`src/rtl/ctrl_sequencer_pkg.sv`:
```
// Shared definitions for the McCoy control sequencer: opcode values,
// FSM state encoding and x8 write-source encodings.
package mccoy_pkg;

    // Opcode values, decoded from opcode[2:0]
    localparam logic [2:0] OP_LI   = 3'b000;
    localparam logic [2:0] OP_ADD  = 3'b001;
    localparam logic [2:0] OP_BEZ  = 3'b010;
    localparam logic [2:0] OP_LR   = 3'b011;
    localparam logic [2:0] OP_HALT = 3'b100;
    localparam logic [2:0] OP_SR   = 3'b101;
    localparam logic [2:0] OP_JA   = 3'b110;
    localparam logic [2:0] OP_NOT  = 3'b111;

    // x8 write-source selects
    localparam logic [1:0] X8_MEM = 2'd0;
    localparam logic [1:0] X8_IMM = 2'd1;
    localparam logic [1:0] X8_ALU = 2'd2;
    localparam logic [1:0] X8_NOT = 2'd3;

    // Sequencer states
    typedef enum logic [2:0] {
        ST_FETCH  = 3'd0,
        ST_DECODE = 3'd1,
        ST_EXEC   = 3'd2,
        ST_MEM    = 3'd3,
        ST_HALT   = 3'd4
    } state_t;

endpackage

```
`src/rtl/ctrl_sequencer_decode.sv`:
```
// Combinational opcode decode for the McCoy sequencer.
// Build option: CTRL_HALT_EN makes opcode 100 a halt instead of illegal.
module ctrl_decode
    import mccoy_pkg::*;
#(
    parameter int OPW     = 3,
    parameter int X8SEL_W = 2
) (
    input  logic [OPW-1:0]     opcode,
    output logic               op1,
    output logic               op2,
    output logic [X8SEL_W-1:0] x8_sel,
    output logic               is_mem,
    output logic               is_st,
    output logic               is_br,
    output logic               is_jmp,
    output logic               writes_x8,
    output logic               is_halt,
    output logic               illegal
);

    logic hi_bad;

    // Any set bit above the 3-bit opcode field makes the instruction illegal
    generate
        if (OPW > 3) begin : g_hi
            assign hi_bad = |opcode[OPW-1:3];
        end else begin : g_nohi
            assign hi_bad = 1'b0;
        end
    endgenerate

    // Map the opcode to its control bundle; illegal opcodes decode to a NOP
    always_comb begin
        op1       = 1'b0;
        op2       = 1'b0;
        x8_sel    = '0;
        is_mem    = 1'b0;
        is_st     = 1'b0;
        is_br     = 1'b0;
        is_jmp    = 1'b0;
        writes_x8 = 1'b0;
        is_halt   = 1'b0;
        illegal   = 1'b0;
        if (hi_bad) begin
            illegal = 1'b1;
        end else begin
            case (opcode[2:0])
                OP_LI: begin
                    x8_sel    = X8SEL_W'(X8_IMM);
                    writes_x8 = 1'b1;
                end
                OP_ADD: begin
                    op1       = 1'b1;
                    x8_sel    = X8SEL_W'(X8_ALU);
                    writes_x8 = 1'b1;
                end
                OP_BEZ: begin
                    op2   = 1'b1;
                    is_br = 1'b1;
                end
                OP_LR: begin
                    is_mem    = 1'b1;
                    x8_sel    = X8SEL_W'(X8_MEM);
                    writes_x8 = 1'b1;
                end
                OP_SR: begin
                    is_mem = 1'b1;
                    is_st  = 1'b1;
                end
                OP_JA: begin
                    op1    = 1'b1;
                    op2    = 1'b1;
                    is_jmp = 1'b1;
                end
                OP_NOT: begin
                    op1       = 1'b1;
                    x8_sel    = X8SEL_W'(X8_NOT);
                    writes_x8 = 1'b1;
                end
                default: begin
`ifdef CTRL_HALT_EN
                    is_halt = 1'b1;
`else
                    illegal = 1'b1;
`endif
                end
            endcase
        end
    end

endmodule

```
`src/rtl/ctrl_sequencer.sv`:
```
// Multi-cycle control sequencer for the McCoy core: FETCH -> DECODE ->
// EXEC or MEM (-> HALT), with single-cycle commit strobes.
// Build option: CTRL_HALT_EN enables the HALT state and resume input.
module ctrl_sequencer
    import mccoy_pkg::*;
#(
    parameter int OPW     = 3,
    parameter int X8SEL_W = 2
) (
    input  logic               clk,
    input  logic               rst,
    input  logic               instr_valid,
    output logic               instr_ready,
    input  logic [OPW-1:0]     opcode,
    input  logic               zero,
    input  logic               mem_ready,
    output logic               mem_req,
    output logic               op1,
    output logic               op2,
    output logic [X8SEL_W-1:0] x8_sel,
    output logic               writex8,
    output logic               write_reg,
    output logic               pc_inc,
    output logic               pc_load,
    output logic               illegal,
    input  logic               resume,
    output logic               halted
);

    state_t state, state_nx;
    logic [OPW-1:0] ir;

    logic               dec_op1, dec_op2;
    logic [X8SEL_W-1:0] dec_x8_sel;
    logic               dec_is_mem, dec_is_st, dec_is_br, dec_is_jmp;
    logic               dec_writes_x8, dec_is_halt, dec_illegal;

    logic               ctl_op1, ctl_op2;
    logic [X8SEL_W-1:0] ctl_x8_sel;
    logic               ctl_is_st, ctl_is_br, ctl_is_jmp;
    logic               ctl_writes_x8, ctl_illegal;

    ctrl_decode #(
        .OPW     (OPW),
        .X8SEL_W (X8SEL_W)
    ) u_decode (
        .opcode    (ir),
        .op1       (dec_op1),
        .op2       (dec_op2),
        .x8_sel    (dec_x8_sel),
        .is_mem    (dec_is_mem),
        .is_st     (dec_is_st),
        .is_br     (dec_is_br),
        .is_jmp    (dec_is_jmp),
        .writes_x8 (dec_writes_x8),
        .is_halt   (dec_is_halt),
        .illegal   (dec_illegal)
    );

    // State register and instruction register (IR loads on accept)
    always_ff @(posedge clk or posedge rst) begin
        if (rst) begin
            state <= ST_FETCH;
            ir    <= '0;
        end else begin
            state <= state_nx;
            if (state == ST_FETCH && instr_valid)
                ir <= opcode;
        end
    end

    // Control bundle captured at the end of DECODE and held until commit
    always_ff @(posedge clk or posedge rst) begin
        if (rst) begin
            ctl_op1       <= 1'b0;
            ctl_op2       <= 1'b0;
            ctl_x8_sel    <= '0;
            ctl_is_st     <= 1'b0;
            ctl_is_br     <= 1'b0;
            ctl_is_jmp    <= 1'b0;
            ctl_writes_x8 <= 1'b0;
            ctl_illegal   <= 1'b0;
        end else if (state == ST_DECODE) begin
            ctl_op1       <= dec_op1;
            ctl_op2       <= dec_op2;
            ctl_x8_sel    <= dec_x8_sel;
            ctl_is_st     <= dec_is_st;
            ctl_is_br     <= dec_is_br;
            ctl_is_jmp    <= dec_is_jmp;
            ctl_writes_x8 <= dec_writes_x8;
            ctl_illegal   <= dec_illegal;
        end
    end

    // Next-state and output decode; outputs depend on state, never on instr_valid
    always_comb begin
        state_nx    = state;
        instr_ready = 1'b0;
        mem_req     = 1'b0;
        op1         = 1'b0;
        op2         = 1'b0;
        x8_sel      = '0;
        writex8     = 1'b0;
        write_reg   = 1'b0;
        pc_inc      = 1'b0;
        pc_load     = 1'b0;
        illegal     = 1'b0;
        halted      = 1'b0;
        case (state)
            ST_FETCH: begin
                instr_ready = 1'b1;
                if (instr_valid)
                    state_nx = ST_DECODE;
            end
            ST_DECODE: begin
                // IR was loaded on accept, so the live decode is already valid here
                op1    = dec_op1;
                op2    = dec_op2;
                x8_sel = dec_x8_sel;
                if (dec_is_mem)
                    state_nx = ST_MEM;
                else if (dec_is_halt)
                    state_nx = ST_HALT;
                else
                    state_nx = ST_EXEC;
            end
            ST_EXEC: begin
                op1     = ctl_op1;
                op2     = ctl_op2;
                x8_sel  = ctl_x8_sel;
                writex8 = ctl_writes_x8;
                illegal = ctl_illegal;
                if (ctl_is_jmp || (ctl_is_br && zero))
                    pc_load = 1'b1;
                else
                    pc_inc = 1'b1;
                state_nx = ST_FETCH;
            end
            ST_MEM: begin
                op1     = ctl_op1;
                op2     = ctl_op2;
                x8_sel  = ctl_x8_sel;
                mem_req = 1'b1;
                if (mem_ready) begin
                    writex8   = ctl_writes_x8;
                    write_reg = ctl_is_st;
                    pc_inc    = 1'b1;
                    state_nx  = ST_FETCH;
                end
            end
            ST_HALT: begin
`ifdef CTRL_HALT_EN
                halted = 1'b1;
`endif
                if (resume) begin
                    pc_inc   = 1'b1;
                    state_nx = ST_FETCH;
                end
            end
            default: state_nx = ST_FETCH;
        endcase
    end

endmodule

```
`config.mk`:
```
export PLATFORM = sky130hd
export DESIGN_NAME = ctrl_sequencer
export DESIGN_NICKNAME = d
export VERILOG_FILES = /design/src/rtl/ctrl_sequencer_pkg.sv /design/src/rtl/ctrl_sequencer_decode.sv /design/src/rtl/ctrl_sequencer.sv
export SDC_FILE = /design/constraint.sdc
export NUM_CORES = 1
export LEC_CHECK = 0
export CAP_MARGIN = 20
export CORE_MARGIN = 2
export CORE_UTILIZATION = 48
export DETAILED_ROUTE_END_ITERATION = 10
export PLACE_DENSITY = 0.83
export SYNTH_ARGS = -nofsm -noshare
export SYNTH_HDL_FRONTEND = slang
export SYNTH_SLANG_ARGS = --single-unit
export TNS_END_PERCENT = 1
```
`constraint.sdc`:
```
create_clock -name clk -period 2.35 [get_ports clk]
set_input_delay 0.47 -clock clk [delete_from_list [all_inputs] [get_ports clk]]
set_output_delay 0.47 -clock clk [all_outputs]
set_load 0.05 [all_outputs]
```
==> results of run 1 <==
kinds of logic (layout without fill, tap and decap cells):
family          after synthesis  after routing
other cells                   1              1
compound gates               18             18
xor+xnor                      1              1
buf+inv                       9             27
simple gates                 26             26
mux                           4              4
flops                        14             14
layout make-up:
class | count | area (um2) | area share
timing repair buffer | 21 | 280 | 0.279
clock buffer | 3 | 22.5 | 0.0224
tap | 15 | 18.8 | 0.0187
sequential | 14 | 350 | 0.349
inverter | 3 | 11.3 | 0.0112
multi-input combinational | 50 | 322 | 0.320
cells in the final DEF, fill, tap and decap left out, drive strengths merged:
master         synthesis  final
clkdlybuf4s50          0      9
inv                    3      3
a311oi                 1      1
clkbuf                 2      3
a21boi                 1      1
mux2                   3      3
nand2b                 2      2
and2                   3      3
nor2                   2      2
a22o                   4      4
buf                    4     12
xor2                   1      1
conb                   1      1
nor3                   1      1
and3b                  1      1
and3                   2      2
mux2i                  1      1
nand2                  9      9
a21oi                  5      5
nor3b                  2      2
and4                   1      1
or3                    1      1
nor2b                  2      2
o21ai                  5      5
dfrtp                 14     14
a21o                   2      2
routing by layer:
layer,vias to the layer above,global-route usage,wire [um]
met4,0,0.113,34
met2,17,0.282,648
met3,4,0.0298,77
li1,285,-,-
met1,271,0.197,529
met5,-,0,0
worst register-to-register path, stage by stage, from the launching register on:
cell and delay (ns):
dfrtp_1 0.46, nand2b_1 0.22, buf_4 0.19, nor3b_2 0.26, a22o_1 0.17
through the flow:
step           total power (W)  setup TNS, ns  utilization  std cells
4_1_cts                0.00158              0        0.744        106
3_5_place_dp           0.00145              0        0.728        103
3_3_place_gp           0.00142              0        0.728        103
2_1_floorplan          0.00108         -0.111            -         73
6_report               0.00157              0        0.744        106
5_1_grt                0.00167              0        0.744        106
worst min-delay path by stage:
stage             startpoint            end  slack [ns]  cells past startpoint
2_1_floorplan            rst    ctl_illegal        0.36                      1
4_1_cts        ctl_x8_sel[1]  ctl_x8_sel[1]        0.49                      2
3_5_place_dp   ctl_x8_sel[1]  ctl_x8_sel[1]        0.48                      2
6_report       ctl_x8_sel[1]  ctl_x8_sel[1]        0.49                      2
5_1_grt              ctl_op2        ctl_op2        0.51                      1
3_3_place_gp         ctl_op2        ctl_op2        0.46                      1
power groups by stage:
stage / sequential (W) / combinational, W / clock (W)
floorplan: 0.000416 / 0.000663 / 0
global placement: 0.000475 / 0.000948 / 0
detailed placement: 0.000483 / 0.000963 / 0
CTS: 0.000478 / 0.000967 / 0.000133
global route: 0.000499 / 0.00102 / 0.000145
finish: 0.000478 / 0.000960 / 0.000129
registers in the layout (all words and copies together), names as in the netlist:
| name | cells |
|---|---|
| ctl_writes_x8 | 1 |
| ctl_illegal | 1 |
| ctl_op2 | 1 |
| ctl_is_jmp | 1 |
| state | 2 |
| ctl_op1 | 1 |
| ctl_is_st | 1 |
| ir | 3 |
| ctl_is_br | 1 |
| ctl_x8_sel | 2 |
==> flow_metrics.tcl, run 1 <==
set metrics [dict create \
    synthSimpleGateAreaFrac 0.206 \
    netSwitchingPower_w 0.000711 \
    core_region_area_mm2 0.00135 \
    crit_cells 2 \
    critical_path_required_ns 1.88 \
    grt_pass1_vias 554 \
    synth_edf_count 0 \
    worstPathArrival_ns 1.79 \
    cts_root_buf "clkbuf_4" \
    critPathTopFamily "buffers and inverters" \
    syn_avg_cell_area_um2 9.89 \
    gp_congestion 0.768 \
    path_buf_inv 1 \
    endpoint_kind "primary output" \
    power.density_mw_per_mm2 1560 \
    cts_tree "done" \
    cts_hold_buf 0 \
    overflow 0 \
    placed_cell_area_um2 982 \
    rows 13 \
    syn-num-nets 82 \
    ys_ff_latch 14 \
    clkSlewWorstSetupHoldPaths_ns 0.07 \
    cpPeakStageDelay_ns 0.83 \
    timing.fmax_mhz 443 \
    synth_compound_area_frac 0.161 \
    die-area_mm2 0.00183 \
    hold_viol 0 \
    ys_seq_area_frac 0.485 \
    drtAntennaViolNets 0 \
    grt_pass1_wl_um 2300 \
    p_int_w 0.000856 \
    setup_slack_ns 0.0903 \
    antenna_found_initial 0 \
    path_max_fanout 11 \
    reg2reg_to "ctl_is_jmp" \
    crit_path_end "instr_ready" \
    synth_top_area_frac 0.485 \
    synth_top_family_by_area "simple AND/OR/NAND/NOR gates" \
    drt_first_pass_iters 3 \
    dp_hpwl_um 1030 \
    peakVddDrop_v 0.000965 \
    drive_gt1_frac 0.220 \
    diodes 0 \
    numPortBuffers 18 \
    clk_latency_ns 0.27 \
    min_period_ns 2.26 \
    grt_max_degree 15 \
    clkSinkCount 14 \
    critPathLaunchType "flop" \
    tightest_slew_ns 0.507 \
    synth_mux_area_frac 0.0607 \
    ys_types 29 \
    ios 21 \
    fill_cells 95 \
    post_drt_wl_per_cell_um 12.2 \
    synth_commonest_cells "14 x dfrtp_1, 9 x nand2_1, 5 x a21oi_1, 5 x o21ai_0, 4 x a22o_1" \
    maxSlewHeadroom 0.661 \
    track_usage 0.170 \
    criticalPathCategory "reg -> out" \
    drv_slew 0 \
    reg2regPathDepth 4 \
    ys_top_cells_by_area "dfrtp_1 49%, a22o_1 4.9%, nand2_1 4.7%, mux2_2 4.7%, a21oi_1 3.5%" \
    ys_warn_count 0 \
    ys.flop_type "dfrtp_1" \
    hp-class "reg -> reg" \
    fin_skew_ns 0.00340 \
    netSwitchingFraction 0.453 \
    maxCapViolCount 0 \
    dp_slack_ns 0.364 \
    vias_per_cell 5.44 \
    num_vias 577 \
    cp_slowest_cell "clkdlybuf4s50_1" \
    synthArstFlopShare 1.00 \
    rsz0062_at_grt "no" \
    fp.dieW_um 42.8 \
    drt_iter0_drc 8 \
    start_util 0.535 \
    cts.htree.levels 1 \
    leakagePower_nw 0.477 \
    die_h_um 42.8 \
    synth-xor-area-share 0.0121 \
    regToRegSetupSlack_ns 0.98 \
    cts_buffer_depth 2 \
    final_area_mm2 0.00100 \
    status "finished, final reports clean" \
    synth_top_cell_by_area "dfrtp_1" \
    pwr-share-comb 0.613 \
    area_delta_synth_final_pct 39.2 \
    postCtsSetupRepairBufs 0 \
    power_frac_seq 0.305 \
    fin_hold_ws_ns 0.491 \
    setup_viol 0 \
    crit_start "state[0]" \
    fin_crit_sh 0.962 \
    drc 0 \
    r2r_start "state[1]" \
    ctsResizeCount 0 \
    numCtsBuffers 3 \
    path_cells "nor2_1 > clkdlybuf4s50_1" \
    syn_inst 73 \
    wl_um 1290 \
    fin_nets 102 \
    power_frac_clock 0.082 \
    synthAdderAreaFrac 0 \
    synth_area_um2 722 \
    synth_most_common_cell "dfrtp_1" \
]
No activity file was read; power rests on OpenSTA's default activity.
==> run 2, diff against run 1 <==
--- a/config.mk
+++ b/config.mk
@@ -10,6 +10,7 @@
 export CORE_UTILIZATION = 48
 export DETAILED_ROUTE_END_ITERATION = 10
 export PLACE_DENSITY = 0.83
+export SETUP_SLACK_MARGIN = 0.5
 export SYNTH_ARGS = -nofsm -noshare
 export SYNTH_HDL_FRONTEND = slang
 export SYNTH_SLANG_ARGS = --single-unit
==> flow_metrics.tcl, run 2 (synthesized netlist as in run 1, its figures left out) <==
set metrics [dict create \
    critPathLaunchType "flop" \
    endpoint_kind "primary output" \
    timing.fmax_mhz 515 \
    tightest_slew_ns 0.522 \
    dp_hpwl_um 1090 \
    final_cell_mix "9 x dfrtp_1, 9 x buf_4, 8 x nand2_1, 8 x buf_12, 6 x clkdlybuf4s50_1" \
    gp_congestion 0.796 \
    hold_viol 0 \
    core_region_area_mm2 0.00135 \
    top_register "ir" \
    setup_viol 0 \
    utilization 0.823 \
    path_max_fanout 6 \
    drt_iter0_drc 10 \
    placed_cell_area_um2 972 \
    ios 21 \
    tns_ns 0 \
    top_regs "ir: 3 flops, ctl_x8_sel: 2 flops, state: 2 flops" \
    drive_gt1_frac 0.423 \
    hp-class "reg -> reg" \
    drv_slew 0 \
    clkSinkCount 14 \
    cts_hold_buf 0 \
    critical_path_required_ns 1.88 \
    gr-usage-met1 0.220 \
    final_area_mm2 0.00111 \
    numPortBuffers 18 \
    grt_max_degree 15 \
    dp_slack_ns 0.291 \
    power.density_mw_per_mm2 1610 \
    die_h_um 42.8 \
    fin_skew_ns 0.000566 \
    grtUsageMet3 0.0255 \
    setup_slack_ns 0.408 \
    num_vias 613 \
    wl_um 1630 \
    leakagePower_nw 0.520 \
    peakVddDrop_v 0.00106 \
    vias_per_cell 5.47 \
    total_power_w 0.00179 \
    fill_cells 83 \
    fin_nets 107 \
    cts_buffer_depth 2 \
    largest_reg_flops 3 \
    post_drt_wl_per_cell_um 14.6 \
    status "finished, final reports clean" \
    cts_tree "done" \
    rows 13 \
    die-area_mm2 0.00183 \
    drt_first_pass_iters 4 \
    top_usage_layer "met2" \
    maxCapViolCount 0 \
    drc 0 \
    grt_pass1_wl_um 2690 \
    clk_latency_ns 0.29 \
    cts_root_buf "clkbuf_4" \
    drtAntennaViolNets 0 \
    min_period_ns 1.94 \
    rsz0062_at_grt "yes" \
    clkSlewWorstSetupHoldPaths_ns 0.08 \
    antenna_found_initial 0 \
    fp.dieW_um 42.8 \
    numCtsBuffers 3 \
    grt_pass1_vias 610 \
    maxSlewHeadroom 0.651 \
    cts.htree.levels 1 \
    area_delta_synth_final_pct 53.9 \
    fin_crit_sh 0.826 \
    criticalPathCategory "reg -> out" \
    diodes 0 \
    grtUsageMet2 0.373 \
    start_util 0.535 \
    overflow 0 \
    track_usage 0.205 \
    worstPathArrival_ns 1.47 \
]
## run 2: changes by cell type in the layout (fill, tap and decap cells not counted), sizes merged
cell / change
clkdlybuf4s50: -3
clkdlybuf4s15: +2
dlygate4sd2: +1
buf: +5
clkbuf: +1
## run 2: metal layers
layer / vias to the layer above / part of all wire
li1: 296 / -
met1: 287 / 0.40
met2: 23 / 0.51
met3: 7 / 0.058
met4: 0 / 0.035
met5: - / 0
## run 2: cell type report
type                       instances  area, um2  area share
timing repair buffer              26        319       0.287
sequential                        14        357       0.321
clock buffer                       4       36.3      0.0327
multi-input combinational         50        369       0.332
inverter                           3       11.3      0.0101
tap                               15       18.8      0.0169
## run 2: path summary, 6_finish.rpt
check,start,endpoint,slack [ns],cells past startpoint
min in group asynchronous,rst,ctl_op1,0.50,2
max in group asynchronous,rst,ir[0],1.47,2
min,ctl_op2,ctl_op2,0.49,1
min reg2reg,ctl_op2,ctl_op2,0.49,1
max reg2reg,state[1],ir[1],0.99,4
max,state[1],x8_sel[1],0.41,4
## run 2: report_power, final
group	internal, W	switching (W)
sequential	0.000360	0.000123
clock	0.0000945	0.0000829
combinational	0.000533	0.000598
## run 2: stage by stage
step | hold WS [ns] | std cells
6_report | 0.489 | 112
5_1_grt | 0.511 | 112
4_1_cts | 0.491 | 112
3_5_place_dp | 0.471 | 101
3_3_place_gp | 0.460 | 101
2_1_floorplan | 0.359 | 73
## run 2: repair_timing
item | 4_1_cts | 5_1_grt
setup buffers | 7 | 0
pin swaps | 2 | 0
resized for setup | 21 | 1
endpoints found under the hold margin | 0 | 0
gates cloned | 0 | 0
endpoints found under the setup margin | 10 | 10
## run 2: critical path: stages (launching register included)
cell and delay (ns):
dfrtp_2 0.41, nand2b_4 0.17, or3_4 0.40, nand2_4 0.07
buf_12 0.13
